### src/rtl/sum_7seg_scan.sv
// Captures the 5-bit adder result and scans it as two decimal digits onto a
// common-anode 7-segment display, with a dark gap cycle at each digit switch.
module sum_7seg_scan #(
    parameter int SCAN_DIV = 50000,
    parameter bit BLANK_LZ = 1'b1
) (
    input  logic       CLK,
    input  logic       RST_N,
    input  logic [3:0] SUM,
    input  logic       C_OUT,
    input  logic       LOAD,
    output logic [4:0] VALUE,
    output logic [1:0] AN,
    output logic [6:0] SEG
);
    localparam int CW = $clog2(SCAN_DIV);
    localparam logic [CW-1:0] CNT_MAX = CW'(SCAN_DIV - 1);

    logic [CW-1:0] cnt;
    logic          dig;
    logic          gap;
    logic          tc;
    logic [1:0]    tens;
    logic [3:0]    ones;

    function automatic logic [6:0] seg_code(input logic [3:0] d);
        case (d)
            4'd0:    seg_code = 7'h40;
            4'd1:    seg_code = 7'h79;
            4'd2:    seg_code = 7'h24;
            4'd3:    seg_code = 7'h30;
            4'd4:    seg_code = 7'h19;
            4'd5:    seg_code = 7'h12;
            4'd6:    seg_code = 7'h02;
            4'd7:    seg_code = 7'h78;
            4'd8:    seg_code = 7'h00;
            4'd9:    seg_code = 7'h10;
            default: seg_code = 7'h7F;
        endcase
    endfunction

    // Value never exceeds 31, so a compare ladder replaces a real divider.
    always_comb begin
        tens = 2'd0;
        ones = VALUE[3:0];
        if (VALUE >= 5'd30) begin
            tens = 2'd3;
            ones = 4'(VALUE - 5'd30);
        end else if (VALUE >= 5'd20) begin
            tens = 2'd2;
            ones = 4'(VALUE - 5'd20);
        end else if (VALUE >= 5'd10) begin
            tens = 2'd1;
            ones = 4'(VALUE - 5'd10);
        end
    end

    assign tc = (cnt == CNT_MAX);

    always_ff @(posedge CLK or negedge RST_N) begin
        if (!RST_N) begin
            VALUE <= '0;
        end else if (LOAD) begin
            VALUE <= {C_OUT, SUM};
        end
    end

    always_ff @(posedge CLK or negedge RST_N) begin
        if (!RST_N) begin
            cnt <= '0;
            dig <= 1'b0;
            gap <= 1'b0;
        end else if (tc) begin
            cnt <= '0;
            dig <= ~dig;
            gap <= 1'b1;
        end else begin
            cnt <= cnt + CW'(1);
            gap <= 1'b0;
        end
    end

    // Gap takes priority so the outgoing digit never bleeds into the next slot.
    always_ff @(posedge CLK or negedge RST_N) begin
        if (!RST_N) begin
            AN  <= 2'b11;
            SEG <= 7'h7F;
        end else if (gap) begin
            AN  <= 2'b11;
            SEG <= 7'h7F;
        end else if (dig && BLANK_LZ && tens == 2'd0) begin
            AN  <= 2'b11;
            SEG <= 7'h7F;
        end else if (!dig) begin
            AN  <= 2'b10;
            SEG <= seg_code(ones);
        end else begin
            AN  <= 2'b01;
            SEG <= seg_code({2'b00, tens});
        end
    end
endmodule
### config.mk
export PLATFORM = sky130hd
export DESIGN_NAME = sum_7seg_scan
export DESIGN_NICKNAME = d
export VERILOG_FILES = /design/src/rtl/sum_7seg_scan.sv
export SDC_FILE = /design/constraint.sdc
export NUM_CORES = 1
export LEC_CHECK = 0
export ABC_AREA = 0
export ABC_CLOCK_PERIOD_IN_PS = 7100
export CORE_UTILIZATION = 55
export DETAILED_ROUTE_END_ITERATION = 16
export PLACE_DENSITY_LB_ADDON = 0.2
export SYNTH_ARGS = -nofsm -noshare
export SYNTH_HDL_FRONTEND = slang
export SYNTH_SLANG_ARGS = --single-unit
### constraint.sdc
create_clock -name CLK -period 7.1 [get_ports CLK]
set_input_delay 0.71 -clock CLK [delete_from_list [all_inputs] [get_ports CLK]]
set_output_delay 0.71 -clock CLK [all_outputs]
set_load 0.1 [all_outputs]
# Word level (Yosys, flattened, before mapping)
# Memory sizes are Yosys's and may differ from the RTL's.
# Index checks and enable logic that the tools add are counted.
[totals] elab_cells=36 output_inout_bits=14 inputBits=8 reg_bits=32 mem_count=1 rom_bits=112
[op_classes] eq_ne=4 mux=15 n_addsub=4 n_bitwise=1 reduce_logical=2 n_lt_le_gt_ge=3
[mem_list] name="(name not given)" words=16 width=7 read_ports=1 rd_ports_with_merged_regs=0 wr=0 line_no="27" source="case (d)"
[op_table] cell="$pmux 7 s4" n=1
[op_table] cell="$mux 7" n=3
[op_table] cell="$add 16x1->16 const B" n=1
[op_table] cell="$eq 16x16->1 const B" n=1
[op_table] cell="$mux 16" n=1
[op_table] cell="$mux 4" n=3
[op_table] cell="$ge 5x5->1 const B" n=2
[op_table] cell="$mux 2" n=5
[op_table] cell="$sub 4x4->4 const B" n=2
[op_table] cell="$ge 5x4->1 const B" n=1
[op_table] cell="$eq 2x2->1 const B" n=2
[op_table] cell="$sub 4x3->4 const B" n=1
[op_table] cell="$eq 2x1->1 const B" n=1
[op_table] cell="$logic_not 2->1" n=1
[op_table] cell="$mux 1" n=2
[op_table] cell="$logic_and 1x1->1" n=1
[op_table] cell="$not 1->1" n=1

# Depth between registers and ports, before layout
[depth] word_depth=9 depth_mapped=11 depth_no_buf=10

# Least setup slack after synthesis
# OpenSTA, ideal clock, no wires.
[synth_path] kind="register to register" from="reg VALUE[2]" to="reg SEG[6]" n_path_buf=1 stages_incl_launch_ff=11 t_arrival_ns=3.216 period_less_slack_ns=3.293 setup_slack_ns=3.807 required_ns=7.023 setup_ns=0.077 path_cell_list="dfrtp_1 > inv_1 > ha_1 > nor2b_1 > o211a_1 > or4_4 > and2_4 > buf_6 > ha_1 > a211o_1 > a21bo_2"
[synth_between] elab_chain_cells=9 word_cells_on_any_way=22 cone_classes="3 x add/sub; 3 x order compare; 3 x eq/ne; 10 x mux; 2 x reduce/logical; 1 x memory"
[synth_lines] item="start: declaration" line_no="12" source="output logic [4:0] VALUE,"
[synth_lines] item="start signal: assignment" line_no="64" source="VALUE <= {C_OUT, SUM};"
[synth_lines] item="branches (longest 7 deep; another with $mem_v2 16x7)"
[synth_lines] item="$mux 7 (*)" line_no="91" source="end else if (dig && BLANK_LZ && tens == 2'd0) begin"
[synth_lines] item="$mux 7 (*)" line_no="88" source="end else if (gap) begin"
[synth_lines] item="end signal: assignment" line_no="96" source="SEG <= seg_code(ones);"
[synth_lines] item="end signal: assignment" line_no="99" source="SEG <= seg_code({2'b00, tens});"
[synth_lines] item="end: declaration" line_no="14" source="output logic [6:0] SEG"
# Every way passes the cells marked *. The select of a mux whose other input is x is not followed.
# A chain may end at the register's enable or synchronous reset.

# Worst setup path in the final report
[layout_path] from="reg VALUE[3]" to="out VALUE[3]"
# No word-level cell between the ends.

==> metrics.txt <==
Slew @ Worst Pin 1180 ps; number of optimization iterations in the first detailed-route pass 12; clock transition at the registers of the reported paths 100 ps; clock tree sinks 32; most used flip-flop cell after synthesis sky130_fd_sc_hd__dfrtp_1; worst supply voltage drop on vdd 0.000151 V; clock tree from TritonCTS built; Inserted Clock Buffers 5; post-synthesis sequential area ratio 47.1%; I/O Buffers 21; count of endpoints failing hold in the final timing report 0; violations in the final reports DRC; unrepaired setup endpoints after global routing false; Final ANT Viol Nets 0; effective utilization at floorplan 60.4%; CTS-repair resized insts 0; post-synthesis cell area 1720 um2; classification of the worst-slack hold path reg -> reg; crit path time final 2790 ps; CTS hold repair buffers 0; biggest area consumer among synthesized cells sky130_fd_sc_hd__dfrtp_1; aggregate global-route resource usage 22.7%; DRC violation total after the first TritonRoute iteration 53; Worst R2R Start VALUE[2]$_DFFE_PN0P_; Relative slew margins 20.5%; io pins 22; Worst Path Required 6390 ps; DRC violation count after routing 2; synthesis-to-layout area growth 17.6%; largest net degree at the start of global routing 33; post-synthesis sequential element count 32; number of nets in the layout 216; Static Leak 0.891 nW; fraction of final layout cells with drive strength greater than 1 11.4%; post-synthesis net count 192; EDFF count, synth 0; sequence of cells on the critical path clkdlybuf4s50_1; summed negative setup slack over all endpoints 0 ps; routed wire length 3280 um; final global-route overflow total 0; final worst clock skew 13.0 ps; Hold Crit Endpoint cnt[12]$_DFF_PN0_; placer's final routability congestion estimate 0.902; number of buffers between clock root and the deepest sink 2; CTS H-Tree Depth 2; vias in the first global route 1330; stage delay of the slowest cell on the critical path 1200 ps; number of distinct library cells after synthesis 42; clock insertion delay at the later pin of the skew report 340 ps; total power density per cell area 293 nW/um2; top cells by area, synth sky130_fd_sc_hd__dfrtp_1 (33%), sky130_fd_sc_hd__dfstp_2 (14%), sky130_fd_sc_hd__ha_1 (5.8%); wire length of the first global-routing pass 5660 um; synthesized area divided by synthesized cell count 9.80 um2; area share of the largest cell type after synthesis 33.4%; count of endpoints failing setup in the final report 0; Final period util 39.3%; initial antenna violation count 0; # rows 19; critical path type reg -> out; area used by sequential logic in the layout 812 um2; area of combinational cells with multiple inputs 850 um2; Crit-path slowest cell sky130_fd_sc_hd__clkdlybuf4s50_1; overall via count from detail_route 1363; die width 58.0 um; Final Max Slew Viols 0; number of antenna cells inserted 0; FF-to-FF path depth 9; endpoint kind of the worst setup timing path output port; fraction of registers with async set/reset 100%; via density per instance 5.88; upper clock frequency limit 358 MHz; cell family with the largest share of critical-path delay buffers and inverters; buffering stage count on the worst path with inverters included 1; max_cap viols 0; Hold Crit Depth 1; Worst R2R End SEG[6]$_DFF_PN1_; status complete, but fails checks; CP arrival 2080 ps; Reg2Reg Setup Slack 4470 ps; Worst Path Max Fanout 10; post-CTS repair timing setup buffer count 0; Routed WL per cell 14.1 um; startpoint types register; post-DP HPWL 2470 um; synth warn 0; total power of the final layout 0.594 mW; beginning of the worst hold path cnt[12]$_DFF_PN0_; Core Box Area 2850 um2; Total Die Area 3360 um2; root buf cell sky130_fd_sc_hd__clkbuf_4; vertical extent of the die 58.0 um; count of filler cells inserted in the layout 248; number of instances in the synthesized netlist 176
## cell type report
class | count | share of cell area, %
Multi-Input combinational cell | 130 | 41.9
Timing Repair Buffer | 22 | 10.7
Tap cell | 31 | 1.91
Clock buffer | 6 | 2.04
Clock inverter | 2 | 1.73
Sequential cell | 32 | 40.0
Inverter | 9 | 1.67
## where the power goes
group	switching, mW	leakage [nW]	internal [mW]
Combinational	0.176	0.457	0.0618
Clock	0.0627	0.0422	0.0738
Sequential	0.0106	0.392	0.209
## flip-flops by register name, summed over array words and instances (netlist names)
register	cells
dig	1
VALUE	5
SEG	7
cnt	16
AN	2
gap	1
## routing by layer
| metal | share of wire, % | vias to the layer above | GRT usage, % |
|---|---|---|---|
| met3 | 4.8 | 9 | 6.70 |
| li1 | - | 667 | - |
| met4 | 2.4 | 0 | 12.6 |
| met1 | 43 | 645 | 26.8 |
| met2 | 50 | 42 | 37.3 |
| met5 | 0 | - | 0 |
## cells by family after synthesis
| group | after synthesis | share of synthesized area, % |
|---|---|---|
| flip-flops | 32 | 47.1 |
| multiplexers | 1 | 0.653 |
| buffers and inverters | 14 | 3.63 |
| XOR/XNOR | 16 | 8.13 |
| AO/OA/AOI/OAI | 34 | 13.9 |
| adder cells (fa/ha/maj) | 8 | 5.81 |
| AND/OR/NAND/NOR | 71 | 20.8 |
## cell usage after synthesis, drive strengths merged, types with 5 or more instances
master and count:
a21oi 5, dfrtp 23, dfstp 9, ha 8, inv 9, nand2 15
nand3 6, nor2 18, nor3 7, o21ai 9, xnor2 7, xor2 9
## worst max-delay path by stage
| stage | start | endpoint | slack, ps | depth (start not counted) |
|---|---|---|---|---|
| 2_1_floorplan | VALUE[2]$_DFFE_PN0P_ | SEG[6]$_DFF_PN1_ | 3810 | 10 |
| 4_1_cts | VALUE[3]$_DFFE_PN0P_ | VALUE[3] | 4290 | 1 |
| 6_report | VALUE[3]$_DFFE_PN0P_ | VALUE[3] | 4310 | 1 |
| 3_5_place_dp | VALUE[2]$_DFFE_PN0P_ | SEG[6]$_DFF_PN1_ | 4500 | 9 |
| 3_3_place_gp | VALUE[2]$_DFFE_PN0P_ | SEG[6]$_DFF_PN1_ | 4560 | 9 |
| 5_1_grt | VALUE[3]$_DFFE_PN0P_ | VALUE[3] | 4230 | 1 |
## cells in the final DEF (no fill, tap or decap), types with 2 or more instances in the layout
| cell type | n |
|---|---|
| sky130_fd_sc_hd__nand4_1 | 4 |
| sky130_fd_sc_hd__and2b_1 | 2 |
| sky130_fd_sc_hd__or3_1 | 2 |
| sky130_fd_sc_hd__nand2b_1 | 3 |
| sky130_fd_sc_hd__o21ai_0 | 9 |
| sky130_fd_sc_hd__a21oi_1 | 5 |
| sky130_fd_sc_hd__xor2_1 | 9 |
| sky130_fd_sc_hd__and3_1 | 4 |
| sky130_fd_sc_hd__a211o_1 | 2 |
| sky130_fd_sc_hd__xnor2_1 | 7 |
| sky130_fd_sc_hd__a211oi_1 | 4 |
| sky130_fd_sc_hd__inv_1 | 9 |
| sky130_fd_sc_hd__nand3_1 | 6 |
| sky130_fd_sc_hd__dfstp_2 | 9 |
| sky130_fd_sc_hd__ha_1 | 8 |
| sky130_fd_sc_hd__clkbuf_4 | 5 |
| sky130_fd_sc_hd__nor3_1 | 7 |
| sky130_fd_sc_hd__o211ai_1 | 2 |
| sky130_fd_sc_hd__clkdlybuf4s50_1 | 21 |
| sky130_fd_sc_hd__nand2_1 | 15 |
| sky130_fd_sc_hd__dfrtp_1 | 23 |
| sky130_fd_sc_hd__nor2b_1 | 4 |
| sky130_fd_sc_hd__o31ai_1 | 2 |
| sky130_fd_sc_hd__nor2_1 | 18 |
## worst reg2reg max path: cells and delay by family, from the launching register on
family,cells,cell delay (ps)
AO/OA/AOI/OAI,3,700
flip-flops,1,520
adder cells (fa/ha/maj),2,390
buffers and inverters,1,120
AND/OR/NAND/NOR,3,860
## through the flow
stage	hold WS [ps]	util [%]	instance area (um2)	setup slack, ps	cells
after floorplan	414	-	1720	3810	176
after global placement	473	68.4	1950	4560	224
after global routing	512	71.1	2030	4230	232
after detailed placement	485	68.4	1950	4500	224
after CTS	499	71.1	2030	4290	232
final	494	71.1	2030	4310	232
Power figures use the tool's default switching activity.
